--- src/rtl/audio_pkg.sv ---
// Shared audio types: sample width, signed sample type and I2S receiver FSM states.
package audio_pkg;

    localparam int unsigned SAMPLE_W = 16;

    typedef logic signed [SAMPLE_W-1:0] sample_t;

    typedef enum logic [1:0] {RX_SYNC, RX_LEFT, RX_RIGHT} i2s_rx_state_t;

endpackage

--- src/rtl/sync_edge_det.sv ---
// Multi-stage synchroniser for one edge-detected line plus WIDTH companion data lines.
// All lines share one delay so the rise pulse and the data it qualifies stay aligned.
module sync_edge_det #(
    parameter int unsigned WIDTH  = 2,
    parameter int unsigned STAGES = 2
) (
    input  logic             i_clk,
    input  logic             i_reset_n,
    input  logic             i_edge,
    input  logic [WIDTH-1:0] i_data,
    output logic [WIDTH-1:0] o_data,
    output logic             o_rise
);

    logic [WIDTH:0] r_stage [STAGES];
    logic [WIDTH:0] r_dly;
    logic           r_rise;

    always_ff @(posedge i_clk) begin
        if (!i_reset_n) begin
            for (int unsigned i = 0; i < STAGES; i++) begin
                r_stage[i] <= '0;
            end
            r_dly  <= '0;
            r_rise <= 1'b0;
        end else begin
            r_stage[0] <= {i_edge, i_data};
            for (int unsigned i = 1; i < STAGES; i++) begin
                r_stage[i] <= r_stage[i-1];
            end
            // Extra stage keeps the rise pulse aligned with the data sampled with it.
            r_dly  <= r_stage[STAGES-1];
            r_rise <= r_stage[STAGES-1][WIDTH] & ~r_dly[WIDTH];
        end
    end

    assign o_data = r_dly[WIDTH-1:0];
    assign o_rise = r_rise;

endmodule

--- src/rtl/i2s_stereo_rx.sv ---
// I2S stereo receiver: deserialises left/right words into left-justified DATA_W samples,
// strobes sample_valid once per frame and drops lock when bclk stops.
module i2s_stereo_rx
    import audio_pkg::*;
#(
    parameter int unsigned DATA_W      = 16,
    parameter int unsigned SYNC_STAGES = 2,
    parameter int unsigned TIMEOUT_CYC = 1024
) (
    input  logic              clk,
    input  logic              reset_n,
    input  logic              bclk,
    input  logic              lrck,
    input  logic              adcdat,
    output logic [DATA_W-1:0] leftSampleOut,
    output logic [DATA_W-1:0] rightSampleOut,
    output logic              sample_valid,
    output logic              locked,
    output logic              short_frame
);

    localparam int unsigned CNT_W = $clog2(DATA_W + 1);
    localparam int unsigned TO_W  = $clog2(TIMEOUT_CYC + 1);

    logic [1:0]        w_sync_data;
    logic              w_rise;
    logic              w_lrck_s;
    logic              w_dat_s;

    i2s_rx_state_t     r_state;
    i2s_rx_state_t     w_state_d;

    logic [DATA_W-1:0] r_sreg;
    logic [CNT_W-1:0]  r_bit_cnt;
    logic              r_lrck_q;
    logic [DATA_W-1:0] r_left_hold;
    logic              r_left_short;
    logic [TO_W-1:0]   r_timeout;
    logic [DATA_W-1:0] r_left_out;
    logic [DATA_W-1:0] r_right_out;
    logic              r_valid;
    logic              r_short;

    logic [DATA_W-1:0] w_sreg_d;
    logic [CNT_W-1:0]  w_bit_cnt_d;
    logic              w_lrck_q_d;
    logic [DATA_W-1:0] w_left_hold_d;
    logic              w_left_short_d;
    logic [TO_W-1:0]   w_timeout_d;
    logic [DATA_W-1:0] w_left_out_d;
    logic [DATA_W-1:0] w_right_out_d;
    logic              w_valid_d;
    logic              w_short_d;

    logic              w_take;
    logic [DATA_W-1:0] w_sreg_shift;
    logic [CNT_W-1:0]  w_cnt_inc;
    logic [DATA_W-1:0] w_commit;
    logic              w_word_short;
    logic              w_boundary;
    logic              w_timeout;

    sync_edge_det #(
        .WIDTH  (2),
        .STAGES (SYNC_STAGES)
    ) u_sync (
        .i_clk     (clk),
        .i_reset_n (reset_n),
        .i_edge    (bclk),
        .i_data    ({lrck, adcdat}),
        .o_data    (w_sync_data),
        .o_rise    (w_rise)
    );

    assign w_lrck_s = w_sync_data[1];
    assign w_dat_s  = w_sync_data[0];

    always_ff @(posedge clk) begin
        if (!reset_n) begin
            r_state <= RX_SYNC;
        end else begin
            r_state <= w_state_d;
        end
    end

    always_comb begin
        w_take       = r_bit_cnt < CNT_W'(DATA_W);
        w_sreg_shift = w_take ? {r_sreg[DATA_W-2:0], w_dat_s} : r_sreg;
        w_cnt_inc    = w_take ? r_bit_cnt + CNT_W'(1) : r_bit_cnt;
        // Short words are left-justified with zero fill.
        w_commit     = w_sreg_shift << (CNT_W'(DATA_W) - w_cnt_inc);
        w_word_short = w_cnt_inc < CNT_W'(DATA_W);
        w_boundary   = w_lrck_s != r_lrck_q;
        w_timeout    = r_timeout == TO_W'(TIMEOUT_CYC);

        w_state_d      = r_state;
        w_sreg_d       = r_sreg;
        w_bit_cnt_d    = r_bit_cnt;
        w_lrck_q_d     = r_lrck_q;
        w_left_hold_d  = r_left_hold;
        w_left_short_d = r_left_short;
        w_timeout_d    = r_timeout;
        w_left_out_d   = r_left_out;
        w_right_out_d  = r_right_out;
        w_valid_d      = 1'b0;
        w_short_d      = r_short;

        if (w_rise) begin
            w_timeout_d = '0;
            w_sreg_d    = w_sreg_shift;
            w_bit_cnt_d = w_cnt_inc;
            w_lrck_q_d  = w_lrck_s;
            if (w_boundary) begin
                w_bit_cnt_d = '0;
                unique case (r_state)
                    RX_SYNC: begin
                        if (!w_lrck_s) begin
                            w_state_d = RX_LEFT;
                        end
                    end
                    RX_LEFT: begin
                        if (w_lrck_s) begin
                            w_left_hold_d  = w_commit;
                            w_left_short_d = w_word_short;
                            w_state_d      = RX_RIGHT;
                        end
                    end
                    RX_RIGHT: begin
                        if (!w_lrck_s) begin
                            w_left_out_d  = r_left_hold;
                            w_right_out_d = w_commit;
                            w_short_d     = r_left_short | w_word_short;
                            w_valid_d     = 1'b1;
                            w_state_d     = RX_LEFT;
                        end
                    end
                    default: w_state_d = RX_SYNC;
                endcase
            end
        end else if (w_timeout) begin
            w_state_d   = RX_SYNC;
            w_bit_cnt_d = '0;
        end else begin
            w_timeout_d = r_timeout + TO_W'(1);
        end
    end

    always_ff @(posedge clk) begin
        if (!reset_n) begin
            r_sreg       <= '0;
            r_bit_cnt    <= '0;
            r_lrck_q     <= 1'b0;
            r_left_hold  <= '0;
            r_left_short <= 1'b0;
            r_timeout    <= '0;
            r_left_out   <= '0;
            r_right_out  <= '0;
            r_valid      <= 1'b0;
            r_short      <= 1'b0;
        end else begin
            r_sreg       <= w_sreg_d;
            r_bit_cnt    <= w_bit_cnt_d;
            r_lrck_q     <= w_lrck_q_d;
            r_left_hold  <= w_left_hold_d;
            r_left_short <= w_left_short_d;
            r_timeout    <= w_timeout_d;
            r_left_out   <= w_left_out_d;
            r_right_out  <= w_right_out_d;
            r_valid      <= w_valid_d;
            r_short      <= w_short_d;
        end
    end

    assign leftSampleOut  = r_left_out;
    assign rightSampleOut = r_right_out;
    assign sample_valid   = r_valid;
    assign short_frame    = r_short;
    assign locked         = r_state != RX_SYNC;

endmodule
--- config.mk ---
export PLATFORM = sky130hd
export DESIGN_NAME = i2s_stereo_rx
export DESIGN_NICKNAME = d
export VERILOG_FILES = /design/src/rtl/audio_pkg.sv /design/src/rtl/sync_edge_det.sv /design/src/rtl/i2s_stereo_rx.sv
export SDC_FILE = /design/constraint.sdc
export NUM_CORES = 1
export LEC_CHECK = 0
export ABC_AREA = 1
export BUFFER_PORTS_ARGS = -buffer_cell sky130_fd_sc_hd__buf_4
export CORE_MARGIN = 5
export CORE_UTILIZATION = 60
export CTS_CLUSTER_SIZE = 12
export DETAILED_ROUTE_END_ITERATION = 8
export GPL_TIMING_DRIVEN = 1
export HOLD_SLACK_MARGIN = 0.06
export PLACE_DENSITY = 0.76
export SETUP_SLACK_MARGIN = 0.5
export SLEW_MARGIN = 20
export SYNTH_ARGS = -nofsm -noshare
export SYNTH_HDL_FRONTEND = slang
export SYNTH_SLANG_ARGS = --single-unit
--- constraint.sdc ---
create_clock -name clk -period 2.8 [get_ports clk]
set_input_delay 0.42 -clock clk [delete_from_list [all_inputs] [get_ports clk]]
set_output_delay 0.42 -clock clk [all_outputs]
set_load 0.005 [all_outputs]
Word-level counts from Yosys, hierarchy flattened --
Memories as Yosys holds them, arrays and structs flattened. Cells that the tools add are included.
Operators by class: add/subtract/negate cells 3, magnitude comparators 2, equal/unequal tests 7, shift operators 1, muxes and demuxes 16, bitwise gates (word level) 7, reduce and logical (&&, ||, !) cells 9
Operators by type and width (number):
- $mux W5 | 4
- $mux W16 | 1
- $reduce_and A4 Y1 | 4
- $shl A16 B5 Y16 | 1
- $add A11 B1 Y11 const B | 1
- $eq A11 B11 Y1 const B | 1
- $lt A5 B5 Y1 const B | 2
- $mux W2 | 5
- $mux W3 | 2
- $add A5 B1 Y5 const B | 1
- $sub A5 B5 Y5 const A | 1
- $pmux W2 S2 | 1
- $reduce_bool A2 Y1 | 2
- $reduce_or A2 Y1 | 2
- $mux W1 | 3
- $ne A3 B2 Y1 const B | 1
- $ne A3 B3 Y1 const B | 1
- $not A1 Y1 | 3
- $or A1 B1 Y1 | 3
- $eq A2 B1 Y1 const B | 1
- $eq A2 B2 Y1 const B | 1
- $logic_not A2 Y1 | 1
- $ne A2 B2 Y1 const B | 1
- $and A1 B1 Y1 | 1
- $ne A1 B1 Y1 | 1
Word-level totals: flip-flop bits (word level) 90, RAM bits 6, input bits 5, logic and storage cells 59, memories kept 1
Memories:
- u_sync.r_stage | depth 2, bits a word 3, rd ports 2, clocked after Yosys merged registers in 0, wr ports 2, line sync_edge_det.sv:15 | logic [WIDTH:0] r_stage [STAGES];

Logic depth before layout (Yosys ltp) --
Gate-level depths: netlist (run 1).
depth after elaboration 5, gate-level depth with buffers 16, gate-level depth less buffers 15

Cells and area by module --
A second synthesis (run 1) with hierarchy kept.
Second synthesis, totals: cell total of the unflattened synthesis 708, area total of the unflattened synthesis 4792.1 um^2
By module, submodules not included:
- i2s_stereo_rx | instances 1, cells an instance 676, area each 4484.3 um^2
- sync_edge_det | instances 1, cells an instance 32, area each 307.8 um^2

Least setup slack after synthesis (run 1) --
No wires, ideal clock.
path kind register -> register, start register r_bit_cnt[1], end register r_left_hold[0], setup time 0.070 ns, arrival time 1.926 ns, required time 2.730 ns, slack 0.804 ns, cell stages (with the launch flop) 14, period minus slack after synthesis 1.996 ns, cell sequence dfxtp_1 -> ha_1 -> inv_1 -> nand2_2 -> nand2_4 -> nand2_8 -> nor2_2 -> nand2_1 -> inv_1 -> ha_1 -> nor2_4 -> buf_6 -> nand3_1 -> a21oi_1
Between the ends: cells in the longest elaborated chain, start to end 4, elaborated cells between the ends (all ways) 6, those cells by class add/sub: 2; order compare: 1; shift: 1; mux: 2
RTL lines:
- start, declared | line i2s_stereo_rx.sv:34 | logic [CNT_W-1:0] r_bit_cnt;
- start signal, assigned | line i2s_stereo_rx.sv:162 | r_bit_cnt <= w_bit_cnt_d;
- $add A5 B1 Y5 or $lt A5 B5 Y1 (tied branches) | line i2s_stereo_rx.sv:89, i2s_stereo_rx.sv:87
- $mux W5 | line i2s_stereo_rx.sv:89 | w_cnt_inc = w_take ? r_bit_cnt + CNT_W'(1) : r_bit_cnt;
- $sub A5 B5 Y5 | line i2s_stereo_rx.sv:91 | w_commit = w_sreg_shift << (CNT_W'(DATA_W) - w_cnt_inc);
- $shl A16 B5 Y16 * | line i2s_stereo_rx.sv:91
- end signal, assigned | line i2s_stereo_rx.sv:164 | r_left_hold <= w_left_hold_d;
- end, declared | line i2s_stereo_rx.sv:36 | logic [DATA_W-1:0] r_left_hold;
Every way passes the cells marked *; elsewhere a longest branch is shown, timed or not. A chain may end at the register's enable or synchronous reset.

Final worst setup path (run 1) --
start register r_bit_cnt[0], end register r_right_out[10] (netlist: rightSampleOut[10])
Between the ends: cells in the longest elaborated chain, start to end 4, elaborated cells between the ends (all ways) 6, those cells by class add/sub: 2; order compare: 1; shift: 1; mux: 2
RTL lines:
- $add A5 B1 Y5 or $lt A5 B5 Y1 (tied branches) | line i2s_stereo_rx.sv:89, i2s_stereo_rx.sv:87
- $mux W5 | line i2s_stereo_rx.sv:89
- $sub A5 B5 Y5 | line i2s_stereo_rx.sv:91
- $shl A16 B5 Y16 * | line i2s_stereo_rx.sv:91
- end signal, assigned | line i2s_stereo_rx.sv:168 | r_right_out <= w_right_out_d;
- end, declared | line i2s_stereo_rx.sv:40 | logic [DATA_W-1:0] r_right_out;
Marks and branches as above.

==> results of run 1 <==
-- cells by family after synthesis --
logic type               share of synthesized area (%)
adder cells (fa/ha/maj)                           1.31
flip-flops                                        40.2
AND/OR/NAND/NOR                                   31.2
XOR/XNOR                                         0.706
AO/OA/AOI/OAI                                     16.1
buffers and inverters                             10.6
-- per-stage QoR --
| step | hold slack, ps | util, % | instances | power, W | setup WS, ps |
|---|---|---|---|---|---|
| 6_report | 227 | 68.5 | 834 | 0.00241 | 668 |
| 5_1_grt | 230 | 68.5 | 834 | 0.00251 | 508 |
| 4_1_cts | 225 | 68.0 | 832 | 0.00242 | 568 |
| 3_5_place_dp | 390 | 65.2 | 814 | 0.00155 | 289 |
| 3_3_place_gp | 376 | 65.2 | 814 | 0.00154 | 384 |
| 2_1_floorplan | 368 | - | 702 | 0.00152 | 804 |
-- per-layer routing --
layer	global-route usage, %	up-vias
li1	-	2311
met4	5.88	0
met1	29.9	2022
met2	38.4	76
met5	0	-
met3	4.21	13
-- state kept, by name (all words and copies together), names as in the netlist --
signal and count:
r_left_short 1, short_frame 1, u_sync.r_dly 3, u_sync.r_stage 6, r_bit_cnt 5, r_lrck_q 1
rightSampleOut 16, u_sync.o_rise 1, leftSampleOut 16, r_sreg 16, r_timeout 11, r_left_hold 16
sample_valid 1, r_state 2
-- power by group through the flow --
stage               registers (W)  clock network, W  logic (W)
finish                    0.00138          0.000892   0.000136
CTS                       0.00138          0.000902   0.000133
floorplan                 0.00141                 0   0.000108
global route              0.00138          0.000973   0.000156
global placement          0.00141                 0   0.000127
detailed placement        0.00142                 0   0.000130
-- repair_timing --
item	in CTS	in global routing
gates cloned	0	0
resized for setup	1	8
buffers inserted	2	2
pin swaps	1	1
setup endpoints to repair	30	32
-- cell usage in the layout (no fill, tap or decap), types with 2 or more instances in the layout --
master | synthesis | routed
nand2_1 | 228 | 228
dfxtp_1 | 96 | 93
inv_1 | 67 | 67
o21ai_0 | 65 | 65
nand3_1 | 48 | 48
buf_4 | 6 | 48
a21oi_1 | 46 | 46
nor2_1 | 38 | 38
o22ai_1 | 19 | 19
clkbuf_8 | 0 | 9
nand2_2 | 8 | 8
o21a_1 | 7 | 7
inv_2 | 5 | 5
nand4_1 | 4 | 4
ha_1 | 5 | 4
inv_6 | 1 | 3
nand2_4 | 3 | 3
nor2_2 | 3 | 3
nand3_2 | 3 | 3
nor2_4 | 3 | 3
buf_12 | 0 | 3
o21ai_1 | 2 | 2
nor3_1 | 2 | 2
xor2_1 | 2 | 2
clkinvlp_4 | 0 | 2
dfxtp_2 | 0 | 2
-- worst max-delay path by stage --
stage / startpoint / slack, ps / end
after floorplan: r_bit_cnt[1] / 800 / r_left_hold[0]
after global placement: r_bit_cnt[0] / 380 / rightSampleOut[7]
after detailed placement: r_bit_cnt[0] / 290 / r_left_hold[0]
after CTS: r_bit_cnt[0] / 570 / rightSampleOut[12]
after global routing: r_bit_cnt[0] / 510 / rightSampleOut[11]
final: r_bit_cnt[0] / 670 / rightSampleOut[10]
-- area by class of cell --
class,count,area [sq um]
fillers,730,2440
multi-input cells,496,2380
flip-flops and latches,96,1930
repair buffers,51,420
inverters,73,279
well taps,102,128
clock buffers,9,124
clock inverters,7,65.1
-- worst min-delay path, delay by kind of cell --
family / cells / cell delay (ps)
AND/OR/NAND/NOR: 1 / 40
buffers and inverters: 2 / 110
==> impl_metrics.csv, run 1 <==
group,metric,value,unit
power,power.internal,0.00176,W
worst_setup_path,r2r_setup_slack,670,ps
global_route,antenna_found_initial,0,
worst_setup_path,r2r-start,"r_bit_cnt[0]",
sta,hold_viol,0,
hold_path,hold_path_class,"input pin to flip-flop",
global_route,grt_overflow,0,
hold_path,hp-start,"adcdat",
floorplanning,coreArea,7770,sq um
route,drt-initial-drc-count,226,
power,cellLeakagePower,2.25,nW
clocking,cts-root-buf,"clkbuf_8",
status,status,"completed",
clocking,cts_inserted_buffers,9,
final_layout,postLayoutCellArea,5320,sq um
power,ir_drop,0.254,mV
placement,dpl.hpwl,7.63,mm
sta,rsz0062_at_grt,"false",
global_route,grt_start_max_net_pins,59,
worst_setup_path,cp-end-kind,"flip-flop",
power,clkPwrFrac,37.0,%
clocking,cts_hold_buffers,0,
worst_setup_path,cpMostUsedCell,"inv_1",
sta,finalCritPeriodShare,76.2,%
yosys,synth-seq-area-share,40.2,%
sta,finalMaxSlewViolations,0,
route,dr_wl_met3,391,um
route,firstDrtPassIters,5,
sta,skew,13.9,ps
power,p_sw,0.000652,W
route,dr_wl_met2,5.29,mm
sta,setup_violations,0,
clocking,clk_latency,380,ps
route,routed.top_layer,"met4",
route,drt-met1-wl,5.03,mm
worst_setup_path,cp.arrival,2450,ps
yosys,ys_seq_elements,96,
clocking,cts_buffer_depth,2,
yosys,ys_types,36,
final_layout,diodes,0,
sta,layout_min_cycle_time,2130,ps
clocking,clk_pin_slew_worst_paths,100,ps
worst_setup_path,cp_max_fo,11,
placement,gp_congestion,0.876,
yosys,synth_nets,712,
clocking,cts_sinks,96,
route,drcViolationCount,0,
yosys,synth.top_cells.by_count,"nand2_1 (228), dfxtp_1 (96), inv_1 (67)",
floorplanning,die_x,99.3,um
final_layout,final_nets,737,
hold_path,min_path_cells,3,
clocking,h-tree-depth,3,
yosys,netlist_instances,702,
yosys,synth_most_common_cell,"nand2_1",
route,postRouteWirelength,10.8,mm
yosys,synth_top_area_cell,"dfxtp_1",
yosys,ys_async_sr_fraction,0,%
sta,worst_slew_pin_slew,680,ps
worst_setup_path,cp.required,3120,ps
worst_setup_path,critPathBufInv,4,
route,vias,4422,
final_layout,area_delta_synth_final,11.2,%
worst_setup_path,cpPeakStageDelay,370,ps
yosys,synth-main-ff-cell,"dfxtp_1",
yosys,synth_area_leaders,"dfxtp_1 (40%), nand2_1 (18%), o21ai_0 (6.8%)",
sta,slew-limit-headroom,54.6,%
route,vias_per_cell,5.30,
worst_setup_path,path_class,"flip-flop to flip-flop",
global_route,grt_pass1_vias,4157,
worst_setup_path,start_kind,"flip-flop",
sta,max_freq,0.469,GHz
floorplanning,dieArea,9860,sq um
route,wl_per_cell,13.0,um
global_route,grt_usage,22.7,%
floorplanning,ios,40,
worst_setup_path,crit_chain,"ha_1 -> inv_1 -> nand2_2 -> nand2_4 -> nand2_8 -> nor2_2 -> nand2_1 -> inv_1 -> ha_4 -> nor2_4 -> buf_12 -> nand3_1 -> nand3_1 -> nand2_1 -> inv_1",
hold_path,holdPathEnd,"u_sync.r_stage[0][0]",
placement,numPortBuffers,39,
yosys,yosysTopAreaCellShare,40.2,%
power,combinationalPowerShare,5.7,%
yosys,ys_warn_count,0,
yosys,syn_avg_cell_area,6.82,sq um
floorplanning,initial_core_util,61.6,%
placement,placed_area,5060,sq um
sta,setup-tns-final,0,ps
floorplanning,die_h,99.3,um
final_layout,drive_above_1_share,13.9,%
yosys,synth_edf_count,0,
worst_setup_path,worstSetupPathDepth,15,
power,powerDensity,453,nW/um^2
worst_setup_path,r2r_cells,15,
worst_setup_path,crit_slowest_cell,"dfxtp_4",
route,final_antenna_net_count,0,
power,seq_power_share,57.3,%
run,cap_violations,0,
clocking,cts_tree,"built",
worst_setup_path,r2r_end,"rightSampleOut[10]",
worst_setup_path,crit_family,"simple AND/OR/NAND/NOR gates",
global_route,grt_pass1_wl,18.8,mm
floorplanning,placementRows,32,
yosys,syn-cell-area,4790,sq um
power,p_sw_share,27.0,%
(Power assumes the default switching activity.)
==> run 2: changes to the inputs <==
--- a/config.mk
+++ b/config.mk
@@ -8,12 +8,12 @@
 export ABC_AREA = 1
 export BUFFER_PORTS_ARGS = -buffer_cell sky130_fd_sc_hd__buf_4
 export CORE_MARGIN = 5
-export CORE_UTILIZATION = 60
+export CORE_UTILIZATION = 54
 export CTS_CLUSTER_SIZE = 12
 export DETAILED_ROUTE_END_ITERATION = 8
 export GPL_TIMING_DRIVEN = 1
 export HOLD_SLACK_MARGIN = 0.06
-export PLACE_DENSITY = 0.76
+export PLACE_DENSITY = 0.72
 export SETUP_SLACK_MARGIN = 0.5
 export SLEW_MARGIN = 20
 export SYNTH_ARGS = -nofsm -noshare
==> constraint.sdc (replaced) <==
create_clock -name clk -period 1.87 [get_ports clk]
set_input_delay 0.2805 -clock clk [delete_from_list [all_inputs] [get_ports clk]]
set_output_delay 0.2805 -clock clk [all_outputs]
set_load 0.005 [all_outputs]
==> run 2 against run 1 <==
The run now ends with negative setup slack left. Highest routed layer unchanged. Flip-flop and latch count unchanged. Hold slack got worse by 130 ps. Via count is 9.9% higher. Setup slack worse by 860 ps. Combinational power increased by 130%. Maximum frequency is 3.5% higher. Register-to-register slack worse by 860 ps. Critical path depth did not move. Critical endpoint is now r_left_hold[15]. Global-route usage down 0.081 points. Largest cell class unchanged. Total power grew 55%. Cell count grew 8.0%.
==> impl_metrics.csv, run 2 (synthesis gave the netlist of run 1 again) <==
group,metric,value,unit
status,status,"finished with violations",
status,violations,"negative setup slack",
sta,rsz0062_at_grt,"true",
floorplanning,dieArea,10800,sq um
global_route,grt_pass1_vias,4443,
sta,setup-tns-final,-2620,ps
sta,skew,17.0,ps
global_route,grt_start_max_net_pins,53,
sta,finalMaxSlewViolations,0,
final_layout,ff_latch_area,1940,sq um
floorplanning,die_x,104,um
final_layout,area_delta_synth_final,34.3,%
worst_setup_path,cp.required,2180,ps
final_layout,layout_commonest_cell,"nand2_1",
worst_setup_path,cpPeakStageDelay,350,ps
clocking,cts_tree,"built",
sta,layout_setup_ws,-190,ps
floorplanning,die_h,104,um
worst_setup_path,crit_family,"simple AND/OR/NAND/NOR gates",
hold_path,hold_path_class,"input pin to flip-flop",
clocking,cts_sinks,96,
route,vias,4860,
sta,finalCritPeriodShare,110,%
power,powerDensity,581,nW/um^2
sta,slew-limit-headroom,75.2,%
placement,pre_cts_ws,-113,ps
worst_setup_path,r2r_setup_slack,-190,ps
clocking,h-tree-depth,3,
route,postRouteWirelength,13.4,mm
clocking,cts-root-buf,"clkbuf_8",
route,vias_per_cell,5.39,
global_route,grt_pass1_wl,20.7,mm
final_layout,multi_input_area,2820,sq um
global_route,antenna_found_initial,0,
worst_setup_path,cp-end-kind,"flip-flop",
final_layout,fin_util,74.0,%
worst_setup_path,r2r_cells,15,
sta,worst_slew_pin_slew,362,ps
route,wl_per_cell,14.9,um
clocking,cts_inserted_buffers,9,
final_layout,final_nets,798,
final_layout,drive_above_1_share,31.5,%
worst_setup_path,crit_slowest_cell,"dfxtp_2",
floorplanning,placementRows,34,
worst_setup_path,r2r_end,"r_left_hold[15]",
floorplanning,ios,40,
clocking,clk_latency,370,ps
worst_setup_path,path_class,"flip-flop to flip-flop",
sta,hold_viol,0,
worst_setup_path,r2r-start,"r_bit_cnt[1]",
hold_path,min_path_cells,3,
placement,gp_congestion,0.973,
floorplanning,initial_core_util,55.1,%
run,cap_violations,0,
worst_setup_path,start_kind,"flip-flop",
worst_setup_path,cp.arrival,2370,ps
hold_path,hp-start,"adcdat",
final_layout,diodes,0,
global_route,grt_overflow,0,
clocking,clk_pin_slew_worst_paths,110,ps
route,drcViolationCount,0,
sta,setup_violations,32,
hold_path,holdPathEnd,"u_sync.r_stage[0][0]",
route,drt-initial-drc-count,405,
sta,max_freq,0.485,GHz
clocking,cts_buffer_depth,2,
placement,numPortBuffers,39,
route,firstDrtPassIters,7,
global_route,grt_usage,22.6,%
placement,dpl.hpwl,8.57,mm
final_layout,final_cell_mix,"nand2_1 (209), dfxtp_1 (86), buf_4 (84), inv_1 (58), o21ai_0 (58)",
power,cellLeakagePower,2.75,nW
worst_setup_path,critPathBufInv,4,
route,final_antenna_net_count,0,
worst_setup_path,crit_chain,"ha_4 -> inv_2 -> nand2_2 -> nand2_4 -> nand2_8 -> nor2_4 -> nand2_2 -> inv_2 -> ha_4 -> buf_6 -> nor2_4 -> nand3_2 -> nand3_2 -> nand2_1 -> inv_1",
sta,layout_min_cycle_time,2060,ps
worst_setup_path,cp_max_fo,7,
floorplanning,coreArea,8680,sq um
power,ir_drop,0.432,mV
final_layout,n_fill_cell,652,
-- run 2: worst min-delay path: stages --
cell and delay, ps:
buf_4 70, nand2_1 40, inv_1 40
-- run 2: where the power goes --
group / total (W) / switching (W) / internal (W)
sequential: 0.00207 / 0.0000137 / 0.00206
combinational: 0.000311 / 0.000189 / 0.000121
clock: 0.00135 / 0.000838 / 0.000512
-- run 2: how the worst max path moves through the flow --
stage / end / cells after the start / slack [ps] / start
floorplan: r_left_hold[9] / 15 / 80 / r_bit_cnt[1]
global placement: rightSampleOut[15] / 15 / -30 / r_bit_cnt[0]
detailed placement: r_left_hold[15] / 15 / -110 / r_bit_cnt[0]
CTS: r_left_hold[15] / 15 / -100 / r_bit_cnt[1]
global route: r_left_hold[15] / 15 / -260 / r_bit_cnt[1]
finish: r_left_hold[15] / 15 / -190 / r_bit_cnt[1]
-- run 2: metrics by stage --
stage | hold slack, ps | std cells | power [W] | cell area (sq um)
global route | 102 | 901 | 0.00388 | 6430
finish | 102 | 901 | 0.00373 | 6430
global placement | 373 | 851 | 0.00235 | 5450
detailed placement | 398 | 851 | 0.00236 | 5450
CTS | 87.3 | 882 | 0.00372 | 6020
floorplan | 368 | 702 | 0.00229 | 4900
-- run 2: final cells by class --
cell class	instances	area share (%)
sequential	96	30.3
multi-input combinational	496	43.9
clock inverter	7	1.01
clock buffer	9	1.93
timing repair buffer	111	16.1
inverter	73	4.61
tap	108	2.10
timing repair inverter	1	0.0779
-- run 2: per-layer routing --
metal	vias up	global-route usage, %	wire [um]
li1	2424	-	-
met1	2249	29.8	5770
met2	146	38.2	6600
met3	41	3.10	715
met4	0	7.49	352
met5	-	0	0
-- run 2: timing repair --
action	in CTS	in global routing
resized for setup	69	64
pin swaps	41	23
buffers inserted	14	14
hold buffers	0	0
gates cloned	1	5
hold endpoints to repair	0	0
setup endpoints to repair	58	78
==> run 3: changes to the inputs <==
--- a/config.mk
+++ b/config.mk
@@ -7,6 +7,7 @@
 export LEC_CHECK = 0
 export ABC_AREA = 1
 export BUFFER_PORTS_ARGS = -buffer_cell sky130_fd_sc_hd__buf_4
+export CORE_ASPECT_RATIO = 1.5
 export CORE_MARGIN = 5
 export CORE_UTILIZATION = 54
 export CTS_CLUSTER_SIZE = 12
@@ -15,6 +16,7 @@
 export HOLD_SLACK_MARGIN = 0.06
 export PLACE_DENSITY = 0.72
 export SETUP_SLACK_MARGIN = 0.5
+export SKIP_CTS_REPAIR_TIMING = 1
 export SLEW_MARGIN = 20
 export SYNTH_ARGS = -nofsm -noshare
 export SYNTH_HDL_FRONTEND = slang
==> constraint.sdc (replaced) <==
create_clock -name clk -period 1.87 [get_ports clk]
set_input_delay 0.0935 -clock clk [delete_from_list [all_inputs] [get_ports clk]]
set_output_delay 0.0935 -clock clk [all_outputs]
set_load 0.005 [all_outputs]
==> run 3 against run 2 <==
The run still ends with negative setup slack left. Flip-flop and latch count unchanged. Sequential share of layout area decreased by 0.64 points. Clock power increased by 26%. Via count decreased by 2.0%.
==> impl_metrics.csv, run 3 (synthesis gave the netlist of run 1 again) <==
group,metric,value,unit
sta,rsz0062_at_grt,"true",
floorplanning,die_h,125,um
route,postRouteWirelength,12.8,mm
final_layout,ff_latch_area,1940,sq um
global_route,grt_start_max_net_pins,39,
clocking,cts_sinks,96,
clocking,cts_buffer_depth,2,
final_layout,final_cell_mix,"nand2_1 (208), buf_4 (89), dfxtp_1 (88), inv_1 (60), o21ai_0 (58)",
placement,dpl.hpwl,8.78,mm
worst_setup_path,start_kind,"flip-flop",
sta,skew,9.25,ps
hold_path,hold_path_class,"input pin to flip-flop",
sta,layout_setup_ws,-167,ps
global_route,grt_pass1_vias,4273,
clocking,cts_tree,"built",
clocking,cts_inserted_buffers,9,
sta,hold_viol,0,
floorplanning,placementRows,42,
global_route,grt_pass1_wl,19.3,mm
floorplanning,dieArea,10900,sq um
final_layout,layout.cells.non_filler,910,
clocking,cts-root-buf,"clkbuf_16",
final_layout,n_fill_cell,648,
floorplanning,die_x,86.9,um
final_layout,multi_input_area,2820,sq um
final_layout,layout_commonest_cell,"nand2_1",
floorplanning,coreArea,8720,sq um
route,vias,4763,
placement,numPortBuffers,39,
sta,finalCritPeriodShare,109,%
worst_setup_path,cp.arrival,2310,ps
sta,hold_ws,50.7,ps
placement,dp_cells,873,
final_layout,area_delta_synth_final,37.2,%
worst_setup_path,path_class,"flip-flop to flip-flop",
power,powerDensity,624,nW/um^2
sta,setup_violations,30,
global_route,antenna_found_initial,0,
run,cap_violations,0,
route,wl_per_cell,14.1,um
status,violations,"negative setup slack",
route,vias_per_cell,5.23,
final_layout,diodes,0,
route,drcViolationCount,0,
sta,setup-tns-final,-3130,ps
floorplanning,initial_core_util,54.9,%
sta,slew-limit-headroom,63.4,%
power,design_power_total,0.00409,W
sta,finalMaxSlewViolations,0,
worst_setup_path,cp.required,2140,ps
sta,max_freq,0.491,GHz
clocking,clk_pin_slew_worst_paths,70,ps
worst_setup_path,cp-end-kind,"flip-flop",
floorplanning,ios,40,
global_route,grt_usage,21.8,%
route,final_antenna_net_count,0,
route,firstDrtPassIters,5,
final_layout,drive_above_1_share,31.6,%
route,drt-initial-drc-count,188,
sta,worst_slew_pin_slew,548,ps
placement,gp_congestion,0.821,
final_layout,final_nets,805,
sta,layout_min_cycle_time,2040,ps
clocking,h-tree-depth,3,
worst_setup_path,cp_max_fo,5,
power,ir_drop,0.596,mV
global_route,grt_overflow,0,
power,cellLeakagePower,2.73,nW
status,status,"finished with violations",
clocking,clk_latency,340,ps
run 3: cell count changes in the layout (fill, tap and decap cells not counted), moves of 5 or more:
cell and delta:
a21oi_1 +5, clkbuf_8 -9, clkbuf_16 +7, buf_4 +5, nand3_1 -9, nand3_2 +8
run 3: cell type report:
type                            count  area share [%]
Inverter                           73            4.48
Tap cell                          110            2.10
Timing Repair Buffer              119            16.7
Sequential cell                    96            29.6
Clock inverter                      6           0.667
Clock buffer                       10            3.49
Multi-Input combinational cell    496            42.9
run 3: layer usage:
layer	part of all wire, %	track usage (%)
met4	3.4	11.3
met3	3.3	2.57
met1	39	24.1
met5	0	0
met2	54	39.6
run 3: final timing paths:
path | to | slack (ps) | startpoint | cells past startpoint
setup reg to reg | rightSampleOut[7] | -170 | r_bit_cnt[1] | 14
hold / removal | u_sync.r_dly[1] | 50 | reset_n | 3
setup / recovery | rightSampleOut[7] | -170 | r_bit_cnt[1] | 14
hold reg to reg | u_sync.o_rise | 390 | u_sync.r_dly[2] | 1
run 3: worst max-delay path, stage by stage, from the launching register on:
cell	delay [ps]
dfxtp_2	340
ha_4	240
inv_4	60
nand2_4	50
nand2_4	90
nand2_8	70
nor2_4	120
nand2_2	70
inv_2	70
ha_4	210
nor2_4	150
buf_6	150
buf_6	120
nand3_4	80
a21oi_2	150
run 3: per-stage QoR:
stage | cell area [sq um] | worst slack [ps] | util (%)
2_1_floorplan | 4900 | 82.8 | -
3_5_place_dp | 5640 | -142 | 64.6
5_1_grt | 6570 | -246 | 75.3
6_report | 6570 | -167 | 75.3
3_3_place_gp | 5640 | -94.5 | 64.6
4_1_cts | 5910 | -163 | 67.7
run 3: power breakdown:
group | internal [W] | switching, W | total [W] | leakage (nW)
combinational | 0.000136 | 0.000186 | 0.000322 | 1.82
sequential | 0.00206 | 0.0000158 | 0.00207 | 0.780
clock | 0.000909 | 0.000790 | 0.00170 | 0.133
total | 0.00310 | 0.000992 | 0.00409 | 2.73
